==> src/rtl/peripheral_stats_reader_if.sv <==
// peripheral_stats_reader_if: cs port between the statistics reader (master) and the peripheral responder (slave)
interface peripheral_stats_reader_if #(
    parameter int ADDR_W = 16
);
    logic              req_cs;
    logic              rw_cs;
    logic [ADDR_W-1:0] add_cs;
    logic [31:0]       wdata_cs;
    logic [31:0]       rdata_cs;
    modport master (output req_cs, rw_cs, add_cs, wdata_cs, input rdata_cs);
    modport slave  (input req_cs, rw_cs, add_cs, wdata_cs, output rdata_cs);
endinterface

==> src/rtl/peripheral_stats_reader.sv <==
// peripheral_stats_reader: fetches a run of statistics words over the cs bus and streams them downstream
module peripheral_stats_reader #(
    parameter int                ADDR_W     = 16,
    parameter logic [ADDR_W-1:0] STATS_ADDR = 16'h0100
) (
    input  logic                      clock_i,
    input  logic                      resetn_i,
    input  logic                      start_i,
    input  logic                      abort_i,
    input  logic [2:0]                first_i,
    input  logic [2:0]                count_i,
    peripheral_stats_reader_if.master cs,
    output logic [31:0]               word_data_o,
    output logic [2:0]                word_idx_o,
    output logic                      word_valid_o,
    input  logic                      word_ready_i,
    output logic                      busy_o,
    output logic                      done_o
);
    typedef enum logic [2:0] {IDLE, WR_SEL, RD_REQ, RD_WAIT, PUSH, DONE} state_t;
    state_t     state;
    logic [2:0] idx;
    logic [2:0] rem;
    // Sequencer: every output is registered alongside the state it belongs to, bus idle unless set
    always_ff @(posedge clock_i or negedge resetn_i) begin
        if (!resetn_i) begin
            state        <= IDLE;
            idx          <= '0;
            rem          <= '0;
            cs.req_cs    <= 1'b0;
            cs.rw_cs     <= 1'b0;
            cs.add_cs    <= '0;
            cs.wdata_cs  <= '0;
            word_data_o  <= '0;
            word_idx_o   <= '0;
            word_valid_o <= 1'b0;
            busy_o       <= 1'b0;
            done_o       <= 1'b0;
        end else begin
            cs.req_cs   <= 1'b0;
            cs.rw_cs    <= 1'b0;
            cs.add_cs   <= '0;
            cs.wdata_cs <= '0;
            done_o      <= 1'b0;
            if (abort_i && state != IDLE) begin
                state        <= IDLE;
                word_valid_o <= 1'b0;
                busy_o       <= 1'b0;
            end else begin
                case (state)
                    IDLE: if (start_i) begin
                        busy_o <= 1'b1;
                        if (count_i == 3'd0) begin
                            state  <= DONE;
                            done_o <= 1'b1;
                        end else begin
                            state       <= WR_SEL;
                            idx         <= first_i;
                            rem         <= count_i;
                            cs.req_cs   <= 1'b1;
                            cs.rw_cs    <= 1'b1;
                            cs.add_cs   <= STATS_ADDR;
                            cs.wdata_cs <= {29'b0, first_i};
                        end
                    end
                    WR_SEL: begin
                        state     <= RD_REQ;
                        cs.req_cs <= 1'b1;
                        cs.add_cs <= STATS_ADDR;
                    end
                    RD_REQ: state <= RD_WAIT;
                    RD_WAIT: begin
                        state        <= PUSH;
                        word_data_o  <= cs.rdata_cs;
                        word_idx_o   <= idx;
                        word_valid_o <= 1'b1;
                    end
                    PUSH: if (word_ready_i) begin
                        word_valid_o <= 1'b0;
                        rem          <= rem - 3'd1;
                        idx          <= idx + 3'd1;
                        if (rem == 3'd1) begin
                            state  <= DONE;
                            done_o <= 1'b1;
                        end else begin
                            state       <= WR_SEL;
                            cs.req_cs   <= 1'b1;
                            cs.rw_cs    <= 1'b1;
                            cs.add_cs   <= STATS_ADDR;
                            cs.wdata_cs <= {29'b0, idx + 3'd1};
                        end
                    end
                    DONE: begin
                        state  <= IDLE;
                        busy_o <= 1'b0;
                    end
                    default: state <= IDLE;
                endcase
            end
        end
    end
endmodule

==> src/flat_wrapper.sv <==
// flat-port wrapper written by rule: the top's interface ports become plain ports
module peripheral_stats_reader_flat 
#(
    parameter int                ADDR_W     = 16,
    parameter logic [ADDR_W-1:0] STATS_ADDR = 16'h0100
)
  (clock_i, resetn_i, start_i, abort_i, first_i, count_i, word_data_o, word_idx_o, word_valid_o, word_ready_i, busy_o, done_o, cs_req_cs, cs_rw_cs, cs_add_cs, cs_wdata_cs, cs_rdata_cs);
  peripheral_stats_reader_if #(.ADDR_W(ADDR_W)) cs_i ();
  input  logic clock_i;
  input  logic resetn_i;
  input  logic start_i;
  input  logic abort_i;
  input  logic [2:0] first_i;
  input  logic [2:0] count_i;
  output logic [31:0] word_data_o;
  output logic [2:0] word_idx_o;
  output logic word_valid_o;
  input  logic word_ready_i;
  output logic busy_o;
  output logic done_o;
  output wire logic [$bits(cs_i.req_cs)-1:0] cs_req_cs;
  output wire logic [$bits(cs_i.rw_cs)-1:0] cs_rw_cs;
  output wire logic [$bits(cs_i.add_cs)-1:0] cs_add_cs;
  output wire logic [$bits(cs_i.wdata_cs)-1:0] cs_wdata_cs;
  input wire logic [$bits(cs_i.rdata_cs)-1:0] cs_rdata_cs;
  assign cs_req_cs = cs_i.req_cs;
  assign cs_rw_cs = cs_i.rw_cs;
  assign cs_add_cs = cs_i.add_cs;
  assign cs_wdata_cs = cs_i.wdata_cs;
  assign cs_i.rdata_cs = cs_rdata_cs;
  peripheral_stats_reader #(.ADDR_W(ADDR_W), .STATS_ADDR(STATS_ADDR)) u_core (.clock_i(clock_i), .resetn_i(resetn_i), .start_i(start_i), .abort_i(abort_i), .first_i(first_i), .count_i(count_i), .cs(cs_i), .word_data_o(word_data_o), .word_idx_o(word_idx_o), .word_valid_o(word_valid_o), .word_ready_i(word_ready_i), .busy_o(busy_o), .done_o(done_o));
endmodule
==> config.mk <==
export PLATFORM = sky130hd
export DESIGN_NAME = peripheral_stats_reader_flat
export DESIGN_NICKNAME = d
export VERILOG_FILES = /design/src/rtl/peripheral_stats_reader_if.sv /design/src/rtl/peripheral_stats_reader.sv /design/src/flat_wrapper.sv
export SDC_FILE = /design/constraint.sdc
export NUM_CORES = 1
export LEC_CHECK = 0
export BUFFER_PORTS_ARGS = -buffer_cell sky130_fd_sc_hd__buf_2
export CORE_ASPECT_RATIO = 0.7
export CORE_UTILIZATION = 49
export CTS_CLUSTER_SIZE = 10
export DETAILED_ROUTE_END_ITERATION = 8
export GPL_TIMING_DRIVEN = 0
export PLACE_DENSITY = 0.94
export SYNTH_ARGS = -nofsm -noshare
export SYNTH_HDL_FRONTEND = slang
export SYNTH_SLANG_ARGS = --single-unit
==> constraint.sdc <==
create_clock -name clock_i -period 3 [get_ports clock_i]
set_input_delay 0.3 -clock clock_i [delete_from_list [all_inputs] [get_ports clock_i]]
set_output_delay 0.3 -clock clock_i [all_outputs]
set_load 0.01 [all_outputs]
### Word-level counts from Yosys, hierarchy flattened

Cells that the tools add are included.

* flip-flop bits (word level): 97
* input port bits: 43
* output and inout bits: 88

* reduce and logical (&&, ||, !) cells: 12
* muxes and demuxes: 46
* bitwise gates (word level): 1
* eq/ne operators: 11
* add/sub/neg operators: 2

Operator list (count)
* 32-bit two-way mux: 3
* 32-bit one-hot mux with 2 select lines: 1
* 16-bit two-way mux: 3
* 16-bit one-hot mux with 3 select lines: 1
* 3-bit two-way mux: 13
* 9-bit two-way mux: 2
* 1-bit two-way mux: 15
* 3-bit one-hot mux with 5 select lines: 1
* 3-bit one-hot mux with 2 select lines: 2
* 3-bit nonzero test: 3
* 1-bit one-hot mux with 2 select lines: 4
* 2-bit AND reduction: 4
* 3-bit by 1-bit == test with 1-bit output, second input constant: 2
* 3-bit by 2-bit == test with 1-bit output, second input constant: 2
* 3-bit == test, second input constant: 2
* 3-bit zero test: 2
* 2-bit inequality test, second input constant: 3
* 3-bit by 2-bit inequality test with 1-bit output, second input constant: 2
* 5-bit AND reduction: 1
* 3-bit by 1-bit adder with 3-bit output, second input constant: 1
* 1-bit one-hot mux with 3 select lines: 1
* 3-bit by 1-bit subtractor with 3-bit output, second input constant: 1
* 2-bit nonzero test: 1
* 1-bit logical AND: 1
* 1-bit inverter: 1

### Logic depth before layout (Yosys ltp)

Gate-level depths: netlist of the first run.

* word-level depth: 5
* depth in mapped cells: 6
* gate-level depth less buffers: 6

### Least setup slack after synthesis of the first run

Ideal clock, no wire load.

* path type: reg-to-reg
* start: register u_core.state[0]
* end: register u_core.word_data_o[0]
* required time: 2.875 ns
* arrival: 1.386 ns
* cell stages (with the launch flop): 6
* path slack: 1.489 ns
* clock period less this slack: 1.511 ns
* setup time: 0.125 ns
* path buffers: 2
* path through: dfrtp_1 -> buf_4 -> nand2_1 -> nor3_4 -> buf_4 -> mux2_2

* longest elaborated chain between the ends: 4
* elaborated cells on any way between the ends: 5

RTL lines
* start: declaration: RTL line peripheral_stats_reader.sv:21 `state_t state;`
* start signal: assignment: RTL line peripheral_stats_reader.sv:27 `state <= IDLE;`
* start signal: assignment: RTL line peripheral_stats_reader.sv:46 `state <= IDLE;`
* start signal: assignment: RTL line peripheral_stats_reader.sv:54 `state <= DONE;`
* 3-bit nonzero test: RTL line peripheral_stats_reader.sv:45 `if (abort_i && state != IDLE) begin`
* 1-bit logical AND: RTL line peripheral_stats_reader.sv:45
* 1-bit inverter (no source line)
* 2-bit AND reduction (no source line) *
* end signal: assignment: RTL line peripheral_stats_reader.sv:74 `word_data_o <= cs.rdata_cs;`
* end: declaration: RTL line peripheral_stats_reader.sv:13 `output logic [31:0] word_data_o,`

Every way passes the cells marked *; elsewhere a longest branch is shown, timed or not.
A chain may end at the register's enable or synchronous reset.

### Final worst setup path of the first run

* start: register u_core.state[0]
* end: register u_core.word_data_o[28]

Same word-level chain as after synthesis.

==> results.cfg, run 1 <==
[floorplan]
std_cell_rows = 21
ios = 131
die_area_um2 = 5620
core_area_um2 = 4940
die_w_um = 89.2
initial_core_util = 0.528
die_h_um = 63.0

[sta]
finalHoldViolations = 0
setup_viol = 0
slew_headroom = 0.262
tightest_slew_ns = 1.11
fin_worst_skew_ns = 0.0133
post-route-period-util = 0.602
setup-tns-final_ns = 0
rsz0062_at_grt = no
drv_slew = 0
post-route-min-period_ns = 1.81
fmax_ghz = 0.554

[clock_network]
insertion_delay_ns = 0.30
cts_resized = 0
clkSlewWorstSetupHoldPaths_ns = 0.10
cts_buffers = 5
holdBufCountCts = 0
cts_setup_buffers = 0
cts-root-buf = clkbuf_8
clkSinkCount = 52
h-tree-depth = 2
clk_path_buf_depth = 2
cts_tree = built

[synthesis]
synth-compound-area-share = 0.0739
synth_top_family_by_area = buffers and inverters
synthCells = 225
synth_adder_area_share = 0.0144
synth-seq-area-share = 0.499
synth.distinct_cells = 33
syn_avg_cell_area_um2 = 11.6
synth-seq-cells = 52
synth.area.mux_share = 0.155
synthTopCellsByArea = dfrtp_1, mux2_2, buf_4, o21ai_0, a21oi_1
syn_area_um2 = 2610
yosysWarnings = 0
synth_simple_gate_area_frac = 0.0878
post-synth-top-count-cell = dfrtp_1
synthTopCellsByCount = dfrtp_1, buf_4, mux2_2, nor2_1, o21ai_0
synth_xor_area_frac = 0.00671
yosysTopAreaCell = dfrtp_1
synth_top_area_frac = 0.499
synthFlopType = dfrtp_1
synthArstFlopShare = 1.00
synth_edf_count = 0

[routing]
dr.pass1.iters = 4
wl_um = 5300
drcViolationCount = 0
drtIter0Drc = 42
wl_per_cell_um = 12.3
vias = 1982
vias_per_cell = 4.60
ant_nets = 0

[setup_path]
ff2ff_setup_slack_ns = 1.19
critPathArrivalTime_ns = 1.99
regToRegStartpoint = u_core.state[0]
crit_type = flip-flop to flip-flop
worst-endpoint-required_ns = 3.18
cp_max_fo = 10
rr_endpoint = u_core.word_data_o[28]
reg2reg_depth = 5
startpoint_type = flip-flop
critPathCaptureType = flip-flop

[finish]
nets = 407
ff_latch_area_um2 = 1300
fillers = 404
multi_input_area_um2 = 1050
final_cells = 431
diodes = 0
drive_above_1_share = 0.522
synthToLayoutAreaGrowth_pct = 29.5

[place]
place_hpwl_um = 4170
portBuffers = 86
place_inst = 423
place_congestion = 0.867

[grt]
grt_max_degree = 53
grt_pass1_wl_um = 8000
grt_pass1_vias = 1751
grt-ovfl-total = 0
antenna_found_initial = 0
grtUsageTotal = 0.187

[run]
cap_violations = 0

[worst_hold_path]
hold_path_class = input pin to async pin

[pwr]
power_density_nw_per_um2 = 845
cellLeakagePower_nw = 1.80
peakVddDrop_uv = 410

[run_status]
status = completed
[registers in the layout, summed over array words and instances, names as in the netlist]
register,flops
u_core.state,3
u_core.word_data_o,32
u_core.cs.req_cs,1
u_core.busy_o,1
u_core.word_valid_o,1
u_core.rem,3
u_core.cs.wdata_cs,3
u_core.word_idx_o,3
u_core.idx,3
u_core.done_o,1
u_core.cs.rw_cs,1
[final cells by class]
type                    instances  share of cell area
repair buffers                 86               0.127
clock buffers                   5              0.0204
well taps                      69              0.0256
inverters                       5             0.00556
multi-input cells             157               0.310
clock inverters                 3             0.00667
plain buffers                  54               0.120
flip-flops and latches         52               0.385
[critical path, cell delays in order, from the launching register on]
cell and delay, ns:
dfrtp_1 0.36, buf_4 0.18, nand2_1 0.14, nor3_4 0.37, buf_4 0.28, mux2_2 0.36
[metrics by stage]
step	hold slack [ns]	cell area (um2)	total power [mW]	utilization	worst slack (ns)
floorplan	0.00441	2770	2.02	-	1.49
global placement	0.465	3290	2.41	0.665	1.24
detailed placement	0.490	3290	2.47	0.665	1.22
CTS	0.218	3380	2.88	0.684	1.20
global route	0.215	3380	3.06	0.684	1.13
finish	0.206	3380	2.86	0.684	1.19
[where the power goes]
group / leakage (nW) / switching [mW] / internal [mW]
sequential: 0.643 / 0.161 / 1.02
combinational: 1.11 / 0.636 / 0.638
clock: 0.0485 / 0.234 / 0.168
[cell usage in the layout, fill, tap and decap left out, types with 2 or more instances in the layout]
master     instances
o211ai_1           3
nor2_1            11
buf_6              2
buf_4             49
o21ai_0           10
a21oi_1            9
nand2b_1           5
a2bb2oi_1          2
dfrtp_1           52
or2_2              2
buf_2             88
nand3_1            4
ha_1               3
nand2_1            9
clkbuf_8           5
inv_1              5
mux2_2            34
conb_1            44
nor2b_1            2
o22ai_1            3
xnor2_1            2
nor3_1             3
[layer usage]
metal,share of wire,GRT usage,wire [um]
met5,0,0,0
met4,0.0068,0.0437,36
met3,0.079,0.0462,420
met2,0.50,0.325,2660
met1,0.41,0.232,2180
[kinds of logic (layout without fill, tap and decap cells)]
group,count (synthesis),after routing
adder cells (fa/ha/maj),3,3
buffers and inverters,59,153
XOR/XNOR,2,2
other,1,44
flip-flops,52,52
AO/OA/AOI/OAI,31,31
multiplexers,36,36
AND/OR/NAND/NOR,41,41
[how the worst max path moves through the flow]
stage	startpoint	endpoint	depth (start not counted)
floorplan	u_core.state[0]	u_core.word_data_o[0]	5
global placement	u_core.state[0]	u_core.word_data_o[29]	5
detailed placement	u_core.state[0]	u_core.word_data_o[28]	5
CTS	u_core.state[0]	u_core.word_data_o[28]	5
global route	u_core.state[0]	u_core.word_data_o[28]	5
finish	u_core.state[0]	u_core.word_data_o[28]	5
Power figures use the tool's default switching activity.
==> inputs of run 2 (changes only) <==
Settings changed: CORE_UTILIZATION 49 to 46, PLACE_DENSITY 0.94 to 0.89.
Clock period 3 ns to 1.8 ns, I/O delays scaled along.
==> results.cfg, run 2 (same netlist as run 1, synthesis figures left out) <==
[floorplan]
die_w_um = 92.0
die_h_um = 65.0
ios = 131
initial_core_util = 0.489
std_cell_rows = 22
core_area_um2 = 5340
die_area_um2 = 5980

[clock_network]
cts-root-buf = clkbuf_8
cts_setup_buffers = 4
clkSlewWorstSetupHoldPaths_ns = 0.10
insertion_delay_ns = 0.30
holdBufCountCts = 0
cts_tree = built
cts_resized = 0
clkSinkCount = 52
h-tree-depth = 2
clk_path_buf_depth = 2
cts_buffers = 5

[routing]
drtIter0Drc = 99
drcViolationCount = 0
vias_per_cell = 4.47
wl_um = 5280
dr.pass1.iters = 4
vias = 1956
wl_per_cell_um = 12.1
ant_nets = 0

[setup_path]
worst_path_max_delay_cell = dfrtp_1
worst-endpoint-required_ns = 1.99
rr_endpoint = u_core.word_data_o[5]
critical_path.startpoint = u_core.state[0]
startpoint_type = flip-flop
reg2reg_depth = 6
crit_type = flip-flop to flip-flop
critPathCaptureType = flip-flop
path_common_cell = buf_4
critPathArrivalTime_ns = 1.84
crit_chain = buf_4, nand2_1, nor3_4, buf_4, buf_4, mux2_2
regToRegStartpoint = u_core.state[0]
critical-path-max-stage-delay_ns = 0.36
setup.worst_path.end = u_core.word_data_o[5]
ff2ff_setup_slack_ns = 0.14
cp_max_fo = 10

[pwr]
cellLeakagePower_nw = 1.82
power_density_nw_per_um2 = 1400
p_total_mw = 4.78
peakVddDrop_uv = 488

[finish]
diodes = 0
nets = 411
final_cells = 438
design_area_um2 = 3410
regMostFlops = u_core.word_data_o
fillers = 453
drive_above_1_share = 0.527
synthToLayoutAreaGrowth_pct = 30.8
final_common_cell = buf_2
final_cell_mix = buf_2, buf_4, dfrtp_1
ff_latch_area_um2 = 1300
largest_register_ffs = 32
multi_input_area_um2 = 1050

[sta]
fin_ws_ns = 0.142
setup-tns-final_ns = 0
fmax_ghz = 0.603
rsz0062_at_grt = no
post-route-period-util = 0.921
drv_slew = 0
setup_viol = 0
fin_worst_skew_ns = 0.00752
tightest_slew_ns = 1.10
slew_headroom = 0.265
finalHoldViolations = 0
post-route-min-period_ns = 1.66

[grt]
antenna_found_initial = 0
grt_pass1_vias = 1727
grt_pass1_wl_um = 8210
grtUsageTotal = 0.177
grt_max_degree = 53
grt-ovfl-total = 0

[run]
cap_violations = 0

[place]
place_inst = 426
portBuffers = 86
place_area_um2 = 3290
pre_cts_ws_ns = 0.0259
place_congestion = 0.832
place_hpwl_um = 4200

[run_status]
status = completed

[worst_hold_path]
hold_path_class = input pin to async pin
[run 2: power breakdown]
group	switching, mW	internal, mW
Clock	0.381	0.279
Sequential	0.282	1.70
Combinational	1.06	1.08
[run 2: final cells by class]
class	instances	area share
sequential	52	0.381
multi-input combinational	157	0.307
timing repair buffer	90	0.135
clock inverter	3	0.00660
inverter	5	0.00550
buffer	54	0.118
clock buffer	5	0.0202
tap	72	0.0264
[run 2: metal layers]
| metal | vias to the layer above | routed length, um | GRT usage |
|---|---|---|---|
| met5 | - | 0 | 0 |
| met4 | 0 | 25 | 0.0352 |
| met3 | 2 | 377 | 0.0399 |
| met2 | 88 | 2610 | 0.309 |
| met1 | 914 | 2270 | 0.228 |
| li1 | 952 | - | - |
[run 2: per-stage QoR]
step           hold slack (ns)  utilization
6_report                0.0881        0.639
5_1_grt                 0.0850        0.639
4_1_cts                 0.0958        0.639
3_5_place_dp             0.412        0.616
3_3_place_gp             0.412        0.616
2_1_floorplan           -0.116            -
[run 2: worst min-delay path by stage]
stage                                from                      to  slack [ns]  depth (start not counted)
after detailed placement   cs_rdata_cs[2]   u_core.word_data_o[2]        0.41                          2
final                            resetn_i  u_core.word_data_o[31]        0.09                          1
after CTS                  cs_rdata_cs[2]   u_core.word_data_o[2]         0.1                          2
after global placement     cs_rdata_cs[4]   u_core.word_data_o[4]        0.41                          2
after global routing      cs_rdata_cs[10]  u_core.word_data_o[10]        0.08                          2
after floorplan                  resetn_i           u_core.busy_o       -0.12                          0
[run 2: worst max-delay path, delay by kind of cell (launching register included)]
family | cells | cell delay, ns
buffers and inverters | 3 | 0.51
DFF | 1 | 0.36
muxes | 1 | 0.36
and+or+nand+nor | 2 | 0.32
==> inputs of run 3 (changes only) <==
Settings changed: ABC_AREA from default to 1, CTS_CLUSTER_SIZE 10 to 16.
==> results.cfg, run 3 <==
[run]
cap_violations = 0

[clock_network]
clkSinkCount = 52
cts_buffers = 5
cts_setup_buffers = 0
cts_tree = built
cts_resized = 0
holdBufCountCts = 0
insertion_delay_ns = 0.30
clk_path_buf_depth = 2
cts-root-buf = clkbuf_8
h-tree-depth = 2
clkSlewWorstSetupHoldPaths_ns = 0.10

[run_status]
status = completed

[grt]
grt-ovfl-total = 0
grt_max_degree = 53
grt_pass1_wl_um = 9380
grt_pass1_vias = 2107
grtUsageTotal = 0.196
antenna_found_initial = 0

[synthesis]
synthTopCellsByArea = dfrtp_1, buf_4, nand2_1, o21ai_0, inv_1
synth-seq-cells = 52
synth_top_area_frac = 0.480
yosysWarnings = 0
synthTopCellsByCount = nand2_1, dfrtp_1, inv_1, buf_4, o21ai_0
post-synth-top-count-cell = nand2_1
synthArstFlopShare = 1.00
synth-seq-area-share = 0.480
syn_area_um2 = 2710
synth.distinct_cells = 30
synth_edf_count = 0
synthFlopType = dfrtp_1
syn_avg_cell_area_um2 = 8.30
yosysTopAreaCell = dfrtp_1
synthCells = 327

[worst_hold_path]
hold_path_class = input pin to async pin

[floorplan]
die_area_um2 = 6210
die_h_um = 66.3
die_w_um = 93.8
std_cell_rows = 22
core_area_um2 = 5450
initial_core_util = 0.498
ios = 131

[setup_path]
critical_path.startpoint = u_core.state[2]
path_common_cell = nand2_1
worst_path_max_delay_cell = dfrtp_1
critPathCaptureType = flip-flop
worst-endpoint-required_ns = 2.00
crit_chain = buf_4, a21oi_2, nand4_2, nand2_1, nand2_1
critical-path-max-stage-delay_ns = 0.44
crit_type = flip-flop to flip-flop
ff2ff_setup_slack_ns = 0.39
rr_endpoint = u_core.rem[0]
reg2reg_depth = 5
cp_max_fo = 10
regToRegStartpoint = u_core.state[2]
setup.worst_path.end = u_core.rem[0]
startpoint_type = flip-flop
critPathArrivalTime_ns = 1.61

[pwr]
peakVddDrop_uv = 723
seqPwrFrac = 0.404
clkPwrFrac = 0.139
switching_share = 0.416
comb_power_share = 0.457
cellLeakagePower_nw = 2.17
switching_power_mw = 2.08
power_density_nw_per_um2 = 1430
p_int_mw = 2.92

[sta]
setup_viol = 0
fmax_ghz = 0.710
drv_slew = 0
fin_worst_skew_ns = 0.00208
post-route-period-util = 0.783
slew_headroom = 0.265
fin_ws_ns = 0.391
tightest_slew_ns = 1.10
post-route-min-period_ns = 1.41
finalHoldViolations = 0
fin_hold_ws_ns = 0.0475
rsz0062_at_grt = no
setup-tns-final_ns = 0

[place]
place_area_um2 = 3390
place_congestion = 0.858
portBuffers = 86
place_hpwl_um = 4680
pre_cts_ws_ns = 0.399

[routing]
ant_nets = 0
dr.pass1.iters = 4
vias_per_cell = 4.38
drtIter0Drc = 120
wl_per_cell_um = 11.0
wl_um = 5900
drcViolationCount = 0
vias = 2348

[finish]
final_common_cell = buf_2
drive_above_1_share = 0.343
largest_register_ffs = 32
fillers = 490
design_area_um2 = 3490
final_util = 0.640
diodes = 0
final_cell_mix = buf_2, nand2_1, dfrtp_1
multi_input_area_um2 = 992
nets = 509
synthToLayoutAreaGrowth_pct = 28.7
regMostFlops = u_core.word_data_o
ff_latch_area_um2 = 1300
[run 3: cell types whose count changed in the layout (fill, tap and decap cells not counted), sizes merged, moves of 4 or more]
cell / before / now
nand2: 9 / 83
inv: 6 / 51
mux2: 35 / 0
o21ai: 10 / 37
nand3: 4 / 13
buf: 143 / 137
nand2b: 5 / 0
nand4: 1 / 6
o22ai: 4 / 0
[run 3: layout make-up]
class | instances | area share
sequential | 52 | 0.373
multi-input combinational | 213 | 0.284
timing repair buffer | 86 | 0.123
buffer | 54 | 0.111
inverter | 51 | 0.0552
tap | 72 | 0.0258
clock buffer | 5 | 0.0197
clock inverter | 3 | 0.00789
[run 3: critical path, delay by kind of cell (launching register included)]
kind            cells  cell delay (ns)
flops               1             0.44
compound gates      1             0.27
buf+inv             1             0.20
simple gates        3             0.39
[run 3: power by group through the flow]
stage	Combinational, mW	Clock, mW	Sequential (mW)
6_report	2.29	0.696	2.02
3_3_place_gp	2.23	0	2.01
5_1_grt	2.59	0.775	2.09
4_1_cts	2.30	0.720	2.02
3_5_place_dp	2.29	0	2.04
2_1_floorplan	1.23	0	2.25
[run 3: routing by layer]
metal,global-route usage,vias to the layer above,share of wire,routed length (um)
met2,0.332,97,0.47,2760
met1,0.246,1057,0.44,2600
met4,0.0692,0,0.015,89
met5,0,-,0,0
li1,-,1185,-,-
met3,0.0471,9,0.076,448
[run 3: worst min path at each step]
stage,start,endpoint,slack (ns),depth (start not counted)
3_3_place_gp,abort_i,u_core.state[1],0.42,2
4_1_cts,abort_i,u_core.state[1],0.09,2
6_report,resetn_i,u_core.state[0],0.05,1
5_1_grt,abort_i,u_core.state[1],0.09,2
3_5_place_dp,abort_i,u_core.state[1],0.42,2
2_1_floorplan,resetn_i,u_core.busy_o,-0.12,0
[run 3: logic make-up (layout without fill, tap and decap cells)]
kind of cell	count (synthesis)	count (layout)	synth area share
buffers and inverters	105	199	0.214
AOI/OAI and AO/OA	46	46	0.0876
and+or+nand+nor	118	118	0.197
adders and majority gates	3	3	0.0138
xor gates and xnor gates	2	2	0.00646
DFF	52	52	0.480
other	1	44	0.00138
[run 3: stage by stage]
stage	instances	total power, mW
3_5_place_dp	528	4.33
5_1_grt	536	5.45
6_report	536	5.01
4_1_cts	536	5.04
2_1_floorplan	370	3.48
3_3_place_gp	528	4.24
